**src/rtl/bridge_sample_reader.sv**
```systemverilog
// Bridge read initiator: fetches 16-bit PCM words into a show-ahead FIFO.
// Optional WAIT_ACK timeout enabled by BRIDGE_SAMPLE_READER_TIMEOUT_EN.
module bridge_sample_reader #(
    parameter int FIFO_DEPTH     = 16,
    parameter int TIMEOUT_CYCLES = 1024
) (
    input  logic        clk_clk,
    input  logic        reset_reset_n,
    input  logic        start,
    input  logic        abort,
    input  logic [26:0] base_addr,
    input  logic [15:0] length_words,
    output logic        busy,
    output logic        done,
    output logic        error,
    output logic [26:0] bridge_address,
    output logic [1:0]  bridge_byte_enable,
    output logic        bridge_read,
    output logic        bridge_write,
    output logic [15:0] bridge_write_data,
    input  logic        bridge_acknowledge,
    input  logic [15:0] bridge_read_data,
    output logic [15:0] sample_data,
    output logic        sample_valid,
    input  logic        sample_ready
);

    localparam int AW = $clog2(FIFO_DEPTH);

    typedef enum logic [1:0] {IDLE, ISSUE, WAIT_ACK, GAP} state_t;

    state_t        state;
    logic [26:0]   addr;
    logic [15:0]   remaining;
    logic          abort_pend;
    logic [15:0]   mem [FIFO_DEPTH];
    logic [AW-1:0] wr_ptr;
    logic [AW-1:0] rd_ptr;
    logic [AW:0]   count;
    logic          push;
    logic          pop;
    logic          flush;
    logic          timeout;
    logic          ack_drop;
    logic          unused_lsb;

    assign bridge_byte_enable = 2'b11;
    assign bridge_write       = 1'b0;
    assign bridge_write_data  = 16'h0;
    assign unused_lsb         = base_addr[0];

    assign sample_valid = (count != '0);
    assign sample_data  = sample_valid ? mem[rd_ptr] : 16'h0;
    assign pop          = sample_valid & sample_ready;

    // An acknowledge for an aborted transfer is consumed but its word dropped.
    assign ack_drop = (state == WAIT_ACK) && bridge_acknowledge
                      && (abort || abort_pend);
    assign push     = (state == WAIT_ACK) && bridge_acknowledge
                      && !abort && !abort_pend;
    assign flush    = ((state == ISSUE || state == GAP) && abort)
                      || ack_drop || timeout;

`ifdef BRIDGE_SAMPLE_READER_TIMEOUT_EN
    localparam int TW = $clog2(TIMEOUT_CYCLES + 1);

    logic [TW-1:0] tcnt;

    always_ff @(posedge clk_clk or negedge reset_reset_n) begin
        if (!reset_reset_n) begin
            tcnt <= '0;
        end else if (state != WAIT_ACK) begin
            tcnt <= '0;
        end else begin
            tcnt <= tcnt + 1'b1;
        end
    end

    assign timeout = (state == WAIT_ACK) && !bridge_acknowledge
                     && (tcnt == TW'(TIMEOUT_CYCLES - 1));
`else
    logic unused_timeout;

    assign unused_timeout = |TIMEOUT_CYCLES;
    assign timeout        = 1'b0;
`endif

    always_ff @(posedge clk_clk or negedge reset_reset_n) begin
        if (!reset_reset_n) begin
            state          <= IDLE;
            busy           <= 1'b0;
            done           <= 1'b0;
            error          <= 1'b0;
            bridge_read    <= 1'b0;
            bridge_address <= '0;
            addr           <= '0;
            remaining      <= '0;
            abort_pend     <= 1'b0;
        end else begin
            done <= 1'b0;
            unique case (state)
                IDLE: begin
                    if (start) begin
                        error      <= 1'b0;
                        addr       <= {base_addr[26:1], 1'b0};
                        remaining  <= length_words;
                        abort_pend <= 1'b0;
                        if (length_words == 16'h0) begin
                            done <= 1'b1;
                        end else begin
                            busy  <= 1'b1;
                            state <= ISSUE;
                        end
                    end
                end
                ISSUE: begin
                    if (abort) begin
                        busy  <= 1'b0;
                        done  <= 1'b1;
                        state <= IDLE;
                    end else if (count < (AW+1)'(FIFO_DEPTH)) begin
                        bridge_read    <= 1'b1;
                        bridge_address <= addr;
                        state          <= WAIT_ACK;
                    end
                end
                WAIT_ACK: begin
                    if (abort) begin
                        abort_pend <= 1'b1;
                    end
                    if (bridge_acknowledge) begin
                        bridge_read <= 1'b0;
                        if (ack_drop) begin
                            abort_pend <= 1'b0;
                            busy       <= 1'b0;
                            done       <= 1'b1;
                            state      <= IDLE;
                        end else begin
                            addr      <= addr + 27'd2;
                            remaining <= remaining - 16'd1;
                            state     <= GAP;
                        end
                    end else if (timeout) begin
                        bridge_read <= 1'b0;
                        abort_pend  <= 1'b0;
                        error       <= 1'b1;
                        busy        <= 1'b0;
                        done        <= 1'b1;
                        state       <= IDLE;
                    end
                end
                GAP: begin
                    if (abort || remaining == 16'h0) begin
                        busy  <= 1'b0;
                        done  <= 1'b1;
                        state <= IDLE;
                    end else begin
                        state <= ISSUE;
                    end
                end
                default: state <= IDLE;
            endcase
        end
    end

    always_ff @(posedge clk_clk) begin
        if (push) begin
            mem[wr_ptr] <= bridge_read_data;
        end
    end

    always_ff @(posedge clk_clk or negedge reset_reset_n) begin
        if (!reset_reset_n) begin
            wr_ptr <= '0;
            rd_ptr <= '0;
            count  <= '0;
        end else if (flush) begin
            wr_ptr <= '0;
            rd_ptr <= '0;
            count  <= '0;
        end else begin
            if (push) begin
                wr_ptr <= wr_ptr + 1'b1;
            end
            if (pop) begin
                rd_ptr <= rd_ptr + 1'b1;
            end
            unique case ({push, pop})
                2'b10:   count <= count + 1'b1;
                2'b01:   count <= count - 1'b1;
                default: count <= count;
            endcase
        end
    end

endmodule

```
**config.mk**
```make
export PLATFORM = sky130hd
export DESIGN_NAME = bridge_sample_reader
export DESIGN_NICKNAME = d
export VERILOG_FILES = /design/src/rtl/bridge_sample_reader.sv
export SDC_FILE = /design/constraint.sdc
export NUM_CORES = 1
export LEC_CHECK = 0
export CORE_MARGIN = 1.5
export CORE_UTILIZATION = 54
export CTS_BUF_LIST = sky130_fd_sc_hd__clkbuf_4 sky130_fd_sc_hd__clkbuf_8
export CTS_CLUSTER_DIAMETER = 40
export DETAILED_ROUTE_END_ITERATION = 8
export GPL_ROUTABILITY_DRIVEN = 0
export PLACE_DENSITY = 0.84
export SYNTH_ARGS = -nofsm -noshare
export SYNTH_HDL_FRONTEND = slang
export SYNTH_SLANG_ARGS = --single-unit
export TNS_END_PERCENT = 30
```
**constraint.sdc**
```tcl
create_clock -name clk_clk -period 2.8 [get_ports clk_clk]
set_clock_uncertainty 0.05 [all_clocks]
set_input_delay 0.56 -clock clk_clk [delete_from_list [all_inputs] [get_ports clk_clk]]
set_output_delay 0.56 -clock clk_clk [all_outputs]
set_load 0.01 [all_outputs]
```
Yosys cells after proc, flatten, opt, wreduce, memory -nomap -nowiden
Memory sizes are Yosys's and may differ from the RTL's.
Index checks and enable logic that the tools add are counted.
{"block": "totals", "memories": 1, "regBits": 89, "in_bits": 65, "output_inout_bits": 67, "word_cells": 110, "mem_bits_rw": 256}
{"memory": "mem", "words": 16, "width": 16, "rd": 1, "rd_ports_with_merged_regs": 0, "wr": 1, "line": "36", "source": "logic [15:0] mem [FIFO_DEPTH];"}
{"block": "classes", "magnitude_cmp": 1, "reduce_logical": 26, "n_addsub": 6, "mux": 48, "n_eq_ne": 15, "bitwise_logic": 2}
{"op": "2-to-1 mux 27 bit", "n": 3}
{"op": "2-to-1 mux 16 bit", "n": 4}
{"op": "one-hot mux 27 bit (2 select lines)", "n": 1}
{"op": "zero test 16 bit", "n": 2}
{"op": "one-hot mux 16 bit (2 select lines)", "n": 1}
{"op": "adder 27 x 2 -> 27 bit (second input constant)", "n": 1}
{"op": "2-to-1 mux 1 bit", "n": 22}
{"op": "2-to-1 mux 4 bit", "n": 4}
{"op": "subtractor 16 x 1 -> 16 bit (second input constant)", "n": 1}
{"op": "!= test 2 bit (second input constant)", "n": 7}
{"op": "2-to-1 mux 2 bit", "n": 6}
{"op": "AND reduction 4 bit", "n": 3}
{"op": "one-hot mux 5 bit (2 select lines)", "n": 1}
{"op": "adder 4 x 1 -> 4 bit (second input constant)", "n": 2}
{"op": "one-hot mux 1 bit (4 select lines)", "n": 2}
{"op": "one-hot mux 2 bit (4 select lines)", "n": 1}
{"op": "nonzero test 2 bit", "n": 4}
{"op": "equality test 2 bit (second input constant)", "n": 3}
{"op": "AND reduction 6 bit", "n": 1}
{"op": "adder 5 x 1 -> 5 bit (second input constant)", "n": 1}
{"op": "logical AND 1 bit", "n": 5}
{"op": "less-than comparator 5 bit (second input constant)", "n": 1}
{"op": "2-to-1 mux 5 bit", "n": 1}
{"op": "nonzero test 5 bit", "n": 1}
{"op": "13 further kinds", "n": 20}

Depth between registers and ports, before layout
Gate-level depths: netlist of the first run.
{"block": "depth", "word_depth": 7, "mapped_depth": 12, "ltp_nobuf": 9}

Worst setup path before layout of the first run
OpenSTA, ideal clock, no wires.
{"block": "synth_timing", "path_kind": "flip-flop to flip-flop", "from": "register state[0]", "to": "register count[2]", "t_arrival_ns": 2.569, "path_buffers": 3, "stages_incl_launch_ff": 12, "setup_time_ns": 0.078, "slack_ns": 0.103, "synth_period_minus_slack_ns": 2.697, "required_ns": 2.672, "cell_sequence": "dfrtp_1 > clkbuf_1 > nor2b_1 > and3_1 > clkbuf_1 > clkbuf_1 > nor2_1 > xor2_1 > ha_1 > or4_1 > a21o_1 > a21oi_1"}
{"block": "synth_between", "elab_chain_len": 7, "elab_cells_between_ends": 15, "cone_classes": "eq/ne: 5; mux: 2; reduce/logical: 8"}
{"element": "start, declared", "line": "32", "source": "state_t state;"}
{"element": "start signal, assigned", "line": "90", "source": "state <= IDLE;"}
{"element": "start signal, assigned", "line": "112", "source": "state <= ISSUE;"}
{"element": "start signal, assigned", "line": "120", "source": "state <= IDLE;"}
{"element": "equality test 2 bit", "line": "57, 59"}
{"element": "logical AND 1 bit", "line": "57, 59"}
{"element": "logical AND 1 bit (2 in a row)", "line": "60", "source": "&& !abort && !abort_pend;"}
{"element": "equality test 2 x 1 -> 1 bit / equality test 2 bit (equally long branches)", "line": "188", "source": "unique case ({push, pop})"}
{"element": "one-hot mux 5 bit (2 select lines)", "line": "188"}
{"element": "2-to-1 mux 5 bit", "line": "177", "source": "end else if (flush) begin"}
{"element": "end signal, assigned", "line": "189", "source": "2'b10: count <= count + 1'b1;"}
{"element": "end signal, assigned", "line": "190", "source": "2'b01: count <= count - 1'b1;"}
{"element": "end signal, assigned", "line": "191", "source": "default: count <= count;"}
{"element": "end, declared", "line": "39", "source": "logic [AW:0] count;"}
Parallel ways exist; a longest one is shown, timed or not.
A chain may end at the register's enable or synchronous reset.

Worst setup path in the final report of the first run
{"block": "layout_timing", "from": "register rd_ptr[0]", "to": "output port sample_data[8]"}
{"block": "layout_between", "elab_chain_len": 2}
{"element": "start, declared", "line": "38", "source": "logic [AW-1:0] rd_ptr;"}
{"element": "start signal, assigned", "line": "186", "source": "rd_ptr <= rd_ptr + 1'b1;"}
{"element": "memory read (16 x 16 bit)"}
{"element": "2-to-1 mux 16 bit", "line": "53", "source": "assign sample_data = sample_valid ? mem[rd_ptr] : 16'h0;"}
{"element": "end, declared", "line": "23", "source": "output logic [15:0] sample_data,"}
Every way passes these cells.

==> impl_metrics.csv, run 1 <==
group,metric,value,unit
status,run_status,"complete, but fails checks",
status,violations,"setup timing",
detailed_routing,avgRoutedWirePerCell,23.6,um
die,die_height,169,um
yosys,synth_area,14800,sq um
clock_network,cts-htree-levels,2,
detailed_routing,finalWirelength,38100,um
hold_path,min_path_type,"reg2reg",
yosys,postSynthAreaPerCell,14.3,sq um
grt,pin_count_of_the_biggest_net_entering_global_routing,54,
clock_network,clock_insertion_delay_worst_skew,0.59,ns
pwr,pwr_density_cell,942,nW/um^2
yosys,synth.area.top_cells,"sky130_fd_sc_hd__edfxtp_1 (52%), sky130_fd_sc_hd__dfrtp_1 (15%), sky130_fd_sc_hd__mux4_2 (4.9%), sky130_fd_sc_hd__mux2i_1 (4.5%), sky130_fd_sc_hd__a21oi_1 (2.6%)",
critical_path,maximum_fanout_along_the_worst_path,6,
die,rows,60,
critical_path,crit_path_start_kind,"register",
timing,unrepaired_setup_endpoints_after_global_routing,"yes",
final_layout,antenna_cells_inserted,0,
yosys,synth_top_area_share,51.9,%
grt,first_pass_grt_wire_length,58000,um
final_layout,layout_common_cells,"sky130_fd_sc_hd__edfxtp_1 (256), sky130_fd_sc_hd__clkdlybuf4s50_1 (92), sky130_fd_sc_hd__dfrtp_1 (86)",
clock_network,ctsRootBufferMaster,"sky130_fd_sc_hd__clkbuf_8",
yosys,synth_edf_count,256,
placement,pre_cts_slack,-0.0302,ns
detailed_routing,via_count,10200,
timing,drv_slew,0,
die,design.die.area,28500,sq um
timing,fmaxAchievable,313,MHz
grt,gr-usage-all-layers,27.0,%
placement,dpl_cell_area,16800,sq um
timing,final-hold-violation-count,0,
critical_path,worst_setup_path_end_kind,"output pin",
timing,fin_ws,-0.398,ns
clock_network,cts_tree,"done",
grt,grt_antenna_before_repair,0,
die,floorplan.initialDensity,55.0,%
yosys,ys_seq_area_share,66.5,%
clock_network,clkTransAtPathRegs,0.06,ns
clock_network,clockBufferDepth,3,
yosys,fraction_of_registers_with_async_set_reset,25.4,%
pwr,vdd.ir_drop.worst,644,uV
grt,overflow,0,
critical_path,critical_path.cell_chain,"buf_12, buf_8, buf_16, mux2i_2, o221ai_2, o32a_1, nand2_1, a21oi_2, buf_2",
placement,port-buffer-count,109,
pwr,post-layout-total-power,0.0174,W
pwr,static-leakage-power,6.48,nW
final_layout,area.growth.synth_to_final,24.3,%
placement,placed_cells,1479,
clock_network,cts-buffers-inserted,54,
detailed_routing,remaining_drc_errors,0,
yosys,yosys_register_bits,343,
timing,totalNegativeSetupSlack,-4.95,ns
yosys,dominantRegCellSynth,"sky130_fd_sc_hd__edfxtp_1",
timing,timing.final.crit_share,114,%
detailed_routing,dr.pass1.iters,6,
timing,timing.final.setup_violations,16,
detailed_routing,routed_antenna_nets,0,
final_layout,final_common_cell,"sky130_fd_sc_hd__edfxtp_1",
timing,tightestPinTransition,0.773,ns
grt,first_global_vias,10400,
final_layout,final-instance-count-excl-fill,1616,
final_layout,nets,1306,
die,ioPinCount,132,
timing,final.min_clock_period,3.20,ns
critical_path,r2r_cells,8,
timing,worst_slew_margin_relative_to_its_limit,48.3,%
yosys,synth.yosys.warnings,0,
job,drv_cap,0,
detailed_routing,dr.first_iter.drc_count,979,
yosys,synth_cells,1039,
detailed_routing,route.detailed.vias_per_inst,6.33,
yosys,synth_cell_types,58,
clock_network,clock_sinks,343,
hold_path,hold-path-cell-count,1,
final_layout,final_layout_size_suffix_gt1_share,22.7,%
critical_path,crit_required,2.19,ns
final_layout,finish.instance_area,18400,sq um
critical_path,critPathArrivalTime,2.59,ns
critical_path,slowest_delay,0.55,ns
yosys,yosys.area.top_type,"sky130_fd_sc_hd__edfxtp_1",
critical_path,crit_type,"reg2out",
die,design.core.area,27000,sq um
die,die_w,169,um
placement,detailed_place_hpwl,21400,um
critical_path,crit_slowest_cell,"sky130_fd_sc_hd__dfrtp_4",
[kinds of logic (layout without fill, tap and decap cells)]
kind of cell,Yosys count,in the layout,share of synthesized area (%)
simple gates,225,225,7.56
buf+inv,87,304,2.82
xor+xnor,7,7,0.414
flops,343,343,66.5
compound gates,240,240,10.4
fa+ha+maj,10,10,0.844
mux,125,125,11.4
other cells,2,21,0.0507
[worst paths after layout]
| check | start | endpoint | slack (ns) |
|---|---|---|---|
| worst max-delay path | rd_ptr[0]$_DFFE_PN0P_ | sample_data[8] | -0.40 |
| worst min-delay path | bridge_read$_DFFE_PN0P_ | bridge_read$_DFFE_PN0P_ | 0.43 |
| worst max register to register | state[0]$_DFFE_PN0P_ | count[2]$_DFFE_PN0P_ | 0.38 |
| worst min register to register | bridge_read$_DFFE_PN0P_ | bridge_read$_DFFE_PN0P_ | 0.43 |
| max in group asynchronous | reset_reset_n | addr[5]$_DFFE_PN0P_ | 1.50 |
| min in group asynchronous | reset_reset_n | remaining[9]$_DFFE_PN0P_ | 0.51 |
[final cells by class]
cell class	count	area (sq um)
well taps	341	427
fillers	1688	8530
inverters	6	22.5
multi-input cells	628	4770
flip-flops and latches	343	9870
clock inverters	27	228
clock buffers	73	917
repair buffers	198	2190
[cell usage after synthesis, types with 4 or more instances]
| master | count |
|---|---|
| sky130_fd_sc_hd__a2bb2oi_1 | 5 |
| sky130_fd_sc_hd__and3_1 | 5 |
| sky130_fd_sc_hd__buf_4 | 21 |
| sky130_fd_sc_hd__or4_4 | 4 |
| sky130_fd_sc_hd__ha_1 | 10 |
| sky130_fd_sc_hd__mux4_2 | 32 |
| sky130_fd_sc_hd__nor3_1 | 14 |
| sky130_fd_sc_hd__o221ai_1 | 16 |
| sky130_fd_sc_hd__nor4_1 | 10 |
| sky130_fd_sc_hd__buf_2 | 10 |
| sky130_fd_sc_hd__a21oi_1 | 76 |
| sky130_fd_sc_hd__inv_1 | 6 |
| sky130_fd_sc_hd__a21o_1 | 7 |
| sky130_fd_sc_hd__a31oi_1 | 4 |
| sky130_fd_sc_hd__xor2_1 | 5 |
| sky130_fd_sc_hd__clkbuf_1 | 50 |
| sky130_fd_sc_hd__nand3_1 | 25 |
| sky130_fd_sc_hd__nor2_1 | 50 |
| sky130_fd_sc_hd__nand4_1 | 10 |
| sky130_fd_sc_hd__o32a_1 | 16 |
| sky130_fd_sc_hd__dfrtp_1 | 87 |
| sky130_fd_sc_hd__nand2_1 | 64 |
| sky130_fd_sc_hd__mux2_2 | 26 |
| sky130_fd_sc_hd__o22ai_1 | 31 |
| sky130_fd_sc_hd__nand2b_1 | 7 |
| sky130_fd_sc_hd__mux2i_1 | 67 |
| sky130_fd_sc_hd__edfxtp_1 | 256 |
| sky130_fd_sc_hd__and2_1 | 17 |
| sky130_fd_sc_hd__o22a_1 | 5 |
| sky130_fd_sc_hd__o21ai_0 | 51 |
| sky130_fd_sc_hd__o32ai_1 | 8 |
[power by group]
group	internal, W	switching (W)	total (W)
sequential	0.00608	0.000696	0.00678
combinational	0.00307	0.00306	0.00613
clock	0.00243	0.00202	0.00445
[layer usage]
layer / vias up / part of all wire [%] / track usage (%)
met4: 0 / 3.5 / 11.2
met2: 691 / 50 / 46.0
li1: 4433 / - / -
met3: 122 / 9.8 / 4.98
met1: 4980 / 37 / 34.1
met5: - / 0 / 0
[stage by stage]
stage          util (%)  hold slack (ns)
5_1_grt            68.4            0.460
3_5_place_dp       62.2            0.421
2_1_floorplan         -            0.214
6_report           68.4            0.433
3_3_place_gp       62.2            0.415
4_1_cts            68.2            0.435
[worst max-delay path: cells and delay by family (launching register included)]
family                 cells  cell delay, ns
muxes                      1            0.15
AOI/OAI and AO/OA          3            0.61
buffers and inverters      4            0.60
and+or+nand+nor            1            0.07
DFF                        1            0.55
[state kept, by name, summed over array words and instances, names as in the netlist]
register and flops:
count 5, state 2, abort_pend 1, wr_ptr 4, remaining 16, bridge_read 1
mem 256, done 1, addr 26, bridge_address 26, rd_ptr 4, busy 1
[repair_timing]
item | 4_1_cts | 5_1_grt
endpoints found under the hold margin | 31 | 0
hold buffers | 1 | 0
cloned | 5 | 0
pin swaps | 22 | 15
endpoints found under the setup margin | 17 | 16
gates resized for setup | 101 | 11
setup buffers | 32 | 1
No activity file was read; power rests on OpenSTA's default activity.
==> run 2: changes to the inputs <==
SETUP_SLACK_MARGIN = 0.3   (was default)
==> run 2 against run 1 <==
Compared with the run above: the flow still finishes with violations (setup timing); maximum frequency increased by 0.34%; global-route usage decreased by 0.76 points; combinational power increased by 2%; sequential cell count unchanged; worst hold slack improved by 0.0014 ns; first-iteration DRC count increased by 34%; non-clock buffer count decreased by 6; setup slack improved by 0.011 ns; critical path depth unchanged; final area increased by 0.50%; critical path type unchanged.
==> impl_metrics.csv, run 2 (same netlist as run 1, synthesis figures left out) <==
group,metric,value,unit
pwr,static-leakage-power,6.47,nW
timing,drv_slew,0,
timing,final-hold-violation-count,0,
detailed_routing,dr.pass1.iters,5,
die,design.core.area,27000,sq um
critical_path,crit_path_start_kind,"register",
critical_path,critPathArrivalTime,2.58,ns
timing,worst_slew_margin_relative_to_its_limit,46.9,%
critical_path,timing.reg2reg.setup_slack,0.54,ns
timing,timing.final.crit_share,114,%
clock_network,clkTransAtPathRegs,0.06,ns
pwr,cell_internal_power,0.0115,W
hold_path,min_path_type,"reg2reg",
final_layout,largest_register,"mem",
placement,port-buffer-count,109,
pwr,clock_network_fraction_of_total_power,24.9,%
final_layout,multi_input_comb_area,4920,sq um
final_layout,antenna_cells_inserted,0,
detailed_routing,routed_antenna_nets,0,
final_layout,nets,1300,
critical_path,crit_type,"reg2out",
job,drv_cap,0,
grt,first_global_vias,10100,
final_layout,filler_cell_count,1659,
detailed_routing,remaining_drc_errors,0,
pwr,vdd.ir_drop.worst,566,uV
grt,grt_antenna_before_repair,1,
detailed_routing,via_count,10300,
die,design.die.area,28500,sq um
timing,timing.final.setup_violations,16,
pwr,switching_pwr,0.00586,W
detailed_routing,dr.first_iter.drc_count,1307,
pwr,pwr_density_cell,935,nW/um^2
final_layout,final_layout_size_suffix_gt1_share,24.8,%
die,die_height,169,um
placement,dpl_cell_area,16800,sq um
final_layout,ff_latch_area,9870,sq um
final_layout,final_core_utilization,68.7,%
critical_path,maximum_fanout_along_the_worst_path,12,
die,ioPinCount,132,
final_layout,layout_common_cells,"sky130_fd_sc_hd__edfxtp_1 (256), sky130_fd_sc_hd__clkdlybuf4s50_1 (91), sky130_fd_sc_hd__dfrtp_1 (83)",
grt,overflow,0,
timing,unrepaired_setup_endpoints_after_global_routing,"yes",
clock_network,clockBufferDepth,3,
final_layout,area.growth.synth_to_final,24.9,%
timing,fin_ws,-0.387,ns
clock_network,ctsRootBufferMaster,"sky130_fd_sc_hd__clkbuf_8",
pwr,power.switching_fraction,33.8,%
die,die_w,169,um
grt,gr-usage-all-layers,26.2,%
final_layout,flip_flop_count_of_the_largest_register_after_layout,256,
grt,first_pass_grt_wire_length,56400,um
critical_path,worst_setup_path_end_kind,"output pin",
clock_network,cts-htree-levels,2,
status,violations,"setup timing",
clock_network,clock_sinks,343,
critical_path,crit_required,2.19,ns
pwr,power.share.combinational,36.0,%
clock_network,clock_insertion_delay_worst_skew,0.59,ns
pwr,flop_pwr_share,39.0,%
detailed_routing,avgRoutedWirePerCell,23.9,um
final_layout,reg.largest.list,"mem (256), addr (26), bridge_address (26)",
status,run_status,"complete, but fails checks",
grt,pin_count_of_the_biggest_net_entering_global_routing,49,
final_layout,final_common_cell,"sky130_fd_sc_hd__edfxtp_1",
clock_network,cts_tree,"done",
clock_network,cts-buffers-inserted,54,
placement,detailed_place_hpwl,21200,um
timing,final.min_clock_period,3.19,ns
timing,tightestPinTransition,0.794,ns
die,floorplan.initialDensity,55.0,%
detailed_routing,finalWirelength,38500,um
final_layout,finish.instance_area,18500,sq um
timing,fmaxAchievable,314,MHz
detailed_routing,route.detailed.vias_per_inst,6.37,
die,rows,60,
==> run 2: metal layers <==
metal | share of wire [%] | global-route usage (%) | vias to the layer above
met4 | 3.3 | 10.7 | 0
met2 | 49 | 43.4 | 691
met5 | 0 | 0 | -
li1 | - | - | 4424
met1 | 37 | 34.1 | 5035
met3 | 11 | 5.33 | 106
==> run 2: worst paths after layout <==
kind / cells past startpoint / end / startpoint
max: 9 / sample_data[0] / rd_ptr[0]$_DFFE_PN0P_
min: 1 / bridge_read$_DFFE_PN0P_ / bridge_read$_DFFE_PN0P_
max reg2reg: 6 / mem[11][7]$_DFFE_PP_ / state[0]$_DFFE_PN0P_
min reg2reg: 1 / bridge_read$_DFFE_PN0P_ / bridge_read$_DFFE_PN0P_
max in group asynchronous: 3 / bridge_address[7]$_DFFE_PN0P_ / reset_reset_n
min in group asynchronous: 2 / remaining[6]$_DFFE_PN0P_ / reset_reset_n
==> run 2: layout make-up <==
type / instances / area share [%]
Multi-Input combinational cell: 628 / 26.6
Inverter: 6 / 0.122
Timing Repair Buffer: 192 / 11.7
Clock inverter: 27 / 0.973
Clock buffer: 74 / 4.99
Sequential cell: 343 / 53.3
Tap cell: 341 / 2.30
==> run 2: critical path: stages (launching register included) <==
cell,delay (ns)
sky130_fd_sc_hd__dfrtp_4,0.52
sky130_fd_sc_hd__buf_8,0.16
sky130_fd_sc_hd__buf_12,0.12
sky130_fd_sc_hd__buf_16,0.15
sky130_fd_sc_hd__mux2i_1,0.24
sky130_fd_sc_hd__o22ai_1,0.16
sky130_fd_sc_hd__o32a_1,0.35
sky130_fd_sc_hd__nand2_1,0.10
sky130_fd_sc_hd__a21oi_2,0.04
sky130_fd_sc_hd__buf_2,0.15
==> run 2: timing repair <==
| action | in CTS | in global routing |
|---|---|---|
| endpoints found under the hold margin | 47 | 0 |
| resized for setup | 110 | 37 |
| pin swaps | 20 | 15 |
| hold buffers | 1 | 0 |
| cloned | 5 | 2 |
| setup endpoints to repair | 17 | 81 |
| buffers inserted | 12 | 6 |
==> run 2: power groups by stage <==
stage / registers (W) / logic (W) / clock network [W]
floorplan: 0.00669 / 0.00336 / 0
global placement: 0.00679 / 0.00527 / 0
detailed placement: 0.00681 / 0.00542 / 0
CTS: 0.00672 / 0.00587 / 0.00430
global route: 0.00683 / 0.00664 / 0.00458
finish: 0.00676 / 0.00624 / 0.00432
==> run 2: metrics by stage <==
stage	hold WS [ns]	setup TNS, ns	total power (W)	std cells	setup slack [ns]
3_3_place_gp	0.413	0	0.0121	1484	0.00860
4_1_cts	0.436	-4.24	0.0169	1603	-0.341
6_report	0.435	-4.62	0.0173	1611	-0.387
2_1_floorplan	0.214	0	0.0101	1058	0.314
3_5_place_dp	0.424	-0.121	0.0122	1484	-0.0570
5_1_grt	0.464	-5.45	0.0181	1611	-0.387
==> run 3: changes to the inputs <==
SKIP_LAST_GASP = 1   (was default)
==> run 3 against run 2 <==
Compared with the run above: combinational power decreased by 0.6%; sequential power about the same; via count decreased by 0.36%; die area unchanged; sequential share of layout area increased by 0.11 points; non-clock buffer count decreased by 3; first-iteration DRC count decreased by 11%; global-route usage increased by 0.19 points; sequential cell count unchanged; routed wire length increased by 0.59%; maximum frequency decreased by 1.6%; the run still ends with setup timing left.
==> impl_metrics.csv, run 3 (same netlist as run 1, synthesis figures left out) <==
group,metric,value,unit
timing,timing.final.setup_violations,16,
die,floorplan.initialDensity,55.0,%
die,ioPinCount,132,
timing,final.min_clock_period,3.24,ns
critical_path,crit_path_start_kind,"register",
die,rows,60,
final_layout,area.growth.synth_to_final,24.6,%
final_layout,final_layout_size_suffix_gt1_share,24.4,%
critical_path,r2r_cells,8,
grt,grt_antenna_before_repair,0,
final_layout,filler_cell_count,1688,
timing,timing.final.crit_share,116,%
critical_path,critPathArrivalTime,2.63,ns
placement,port-buffer-count,109,
clock_network,clkTransAtPathRegs,0.05,ns
detailed_routing,detail_route.wirelength.met1,14100,um
pwr,pwr_density_cell,934,nW/um^2
hold_path,min_path_type,"reg2reg",
pwr,static-leakage-power,6.45,nW
clock_network,cts_tree,"done",
timing,tightestPinTransition,0.774,ns
detailed_routing,dr.pass1.iters,6,
grt,pin_count_of_the_biggest_net_entering_global_routing,49,
clock_network,clock_insertion_delay_worst_skew,0.60,ns
detailed_routing,via_count,10200,
grt,gr-usage-all-layers,26.4,%
detailed_routing,remaining_drc_errors,0,
status,violations,"setup timing",
status,run_status,"complete, but fails checks",
detailed_routing,dr.first_iter.drc_count,1162,
hold_path,worstHoldStart,"bridge_read$_DFFE_PN0P_",
timing,fin_hold_ws,0.435,ns
final_layout,antenna_cells_inserted,0,
placement,detailed_place_hpwl,21200,um
pwr,vdd.ir_drop.worst,566,uV
grt,first_pass_grt_wire_length,56800,um
final_layout,flip_flop_count_of_the_largest_register_after_layout,256,
timing,fin_ws,-0.438,ns
die,design.die.area,28500,sq um
grt,first_global_vias,10100,
detailed_routing,routed_antenna_nets,0,
detailed_routing,routed-wl-met2,19100,um
timing,final-hold-violation-count,0,
clock_network,cts-htree-levels,2,
detailed_routing,avgRoutedWirePerCell,24.1,um
critical_path,timing.rr.end,"count[2]$_DFFE_PN0P_",
timing,worst_slew_margin_relative_to_its_limit,48.2,%
die,die_w,169,um
critical_path,worst_setup_path_end_kind,"output pin",
final_layout,final_common_cell,"sky130_fd_sc_hd__edfxtp_1",
final_layout,reg.largest.list,"mem (256), addr (26), bridge_address (26)",
critical_path,maximum_fanout_along_the_worst_path,5,
die,die_height,169,um
final_layout,nets,1297,
final_layout,layout_common_cells,"sky130_fd_sc_hd__edfxtp_1 (256), sky130_fd_sc_hd__clkdlybuf4s50_1 (91), sky130_fd_sc_hd__dfrtp_1 (85)",
detailed_routing,maxUsedRoutingLayer,"met4",
detailed_routing,route.met3.wl,4060,um
detailed_routing,route.detailed.vias_per_inst,6.36,
critical_path,r2r-start,"count[1]$_DFFE_PN0P_",
critical_path,crit_type,"reg2out",
timing,fmaxAchievable,309,MHz
critical_path,timing.reg2reg.setup_slack,0.52,ns
job,drv_cap,0,
clock_network,clock_sinks,343,
timing,totalNegativeSetupSlack,-5.15,ns
final_layout,largest_register,"mem",
grt,overflow,0,
critical_path,crit_required,2.19,ns
clock_network,clockBufferDepth,3,
timing,drv_slew,0,
hold_path,hold_end,"bridge_read$_DFFE_PN0P_",
timing,unrepaired_setup_endpoints_after_global_routing,"yes",
clock_network,cts-buffers-inserted,54,
clock_network,ctsRootBufferMaster,"sky130_fd_sc_hd__clkbuf_8",
detailed_routing,finalWirelength,38800,um
die,design.core.area,27000,sq um
hold_path,hold-path-cell-count,1,
==> run 3: cell types whose count changed in the layout (fill, tap and decap cells not counted), sizes merged <==
cell          delta
bufbuf           +1
dlymetal6s2s     +1
buf              -3
clkbuf           -1
dlygate4sd2      -1
==> run 3: worst max-delay path: stages (launching register included) <==
cell and delay, ns:
sky130_fd_sc_hd__dfrtp_4 0.52, sky130_fd_sc_hd__buf_6 0.15, sky130_fd_sc_hd__buf_12 0.13, sky130_fd_sc_hd__buf_4 0.14, sky130_fd_sc_hd__mux2i_2 0.17, sky130_fd_sc_hd__o221ai_2 0.29
sky130_fd_sc_hd__o32a_1 0.24, sky130_fd_sc_hd__nand2_2 0.10, sky130_fd_sc_hd__a21oi_4 0.17, sky130_fd_sc_hd__buf_6 0.13
==> run 3: metrics by stage <==
step | cells | setup slack, ns | power, W | utilization [%] | area, sq um
2_1_floorplan | 1058 | 0.314 | 0.0101 | - | 14900
3_3_place_gp | 1484 | 0.00860 | 0.0121 | 62.3 | 16800
3_5_place_dp | 1484 | -0.0570 | 0.0122 | 62.3 | 16800
4_1_cts | 1603 | -0.347 | 0.0169 | 67.7 | 18200
5_1_grt | 1608 | -0.538 | 0.0180 | 68.5 | 18500
6_report | 1608 | -0.438 | 0.0172 | 68.5 | 18500
==> run 3: worst max-delay path by stage <==
stage | from | end | slack, ns
4_1_cts | rd_ptr[0]$_DFFE_PN0P_ | sample_data[15] | -0.35
6_report | rd_ptr[0]$_DFFE_PN0P_ | sample_data[1] | -0.44
5_1_grt | rd_ptr[0]$_DFFE_PN0P_ | sample_data[15] | -0.54
3_5_place_dp | rd_ptr[0]$_DFFE_PN0P_ | sample_data[10] | -0.06
3_3_place_gp | rd_ptr[0]$_DFFE_PN0P_ | sample_data[0] | 0.009
2_1_floorplan | state[0]$_DFFE_PN0P_ | count[2]$_DFFE_PN0P_ | 0.31
==> run 3: repair_timing <==
item / in CTS / in global routing
buffers inserted: 12 / 5
hold endpoints to repair: 47 / 0
resized for setup: 93 / 48
setup endpoints to repair: 17 / 82
pin swaps: 13 / 20
hold buffers: 1 / 0
gates cloned: 5 / 0
==> run 3: report_power, final <==
| part | total, W | internal (W) | leakage, nW | switching (W) |
|---|---|---|---|---|
| clock network | 0.00429 | 0.00226 | 0.595 | 0.00203 |
| registers | 0.00676 | 0.00609 | 3.30 | 0.000671 |
| logic | 0.00620 | 0.00308 | 2.56 | 0.00312 |
| total | 0.0172 | 0.0114 | 6.45 | 0.00582 |
==> run 3: routing by layer <==
layer	GRT usage, %	vias to the layer above
met2	44.3	709
met1	33.6	4966
met3	5.54	120
met4	10.9	0
li1	-	4424
met5	0	-
==> run 3: layout make-up <==
cell class / instances / area (sq um) / area share [%]
flip-flops and latches: 343 / 9870 / 53.4
multi-input cells: 628 / 4930 / 26.7
repair buffers: 189 / 2120 / 11.5
clock buffers: 74 / 925 / 5.01
well taps: 341 / 427 / 2.31
clock inverters: 27 / 180 / 0.975
inverters: 6 / 22.5 / 0.122
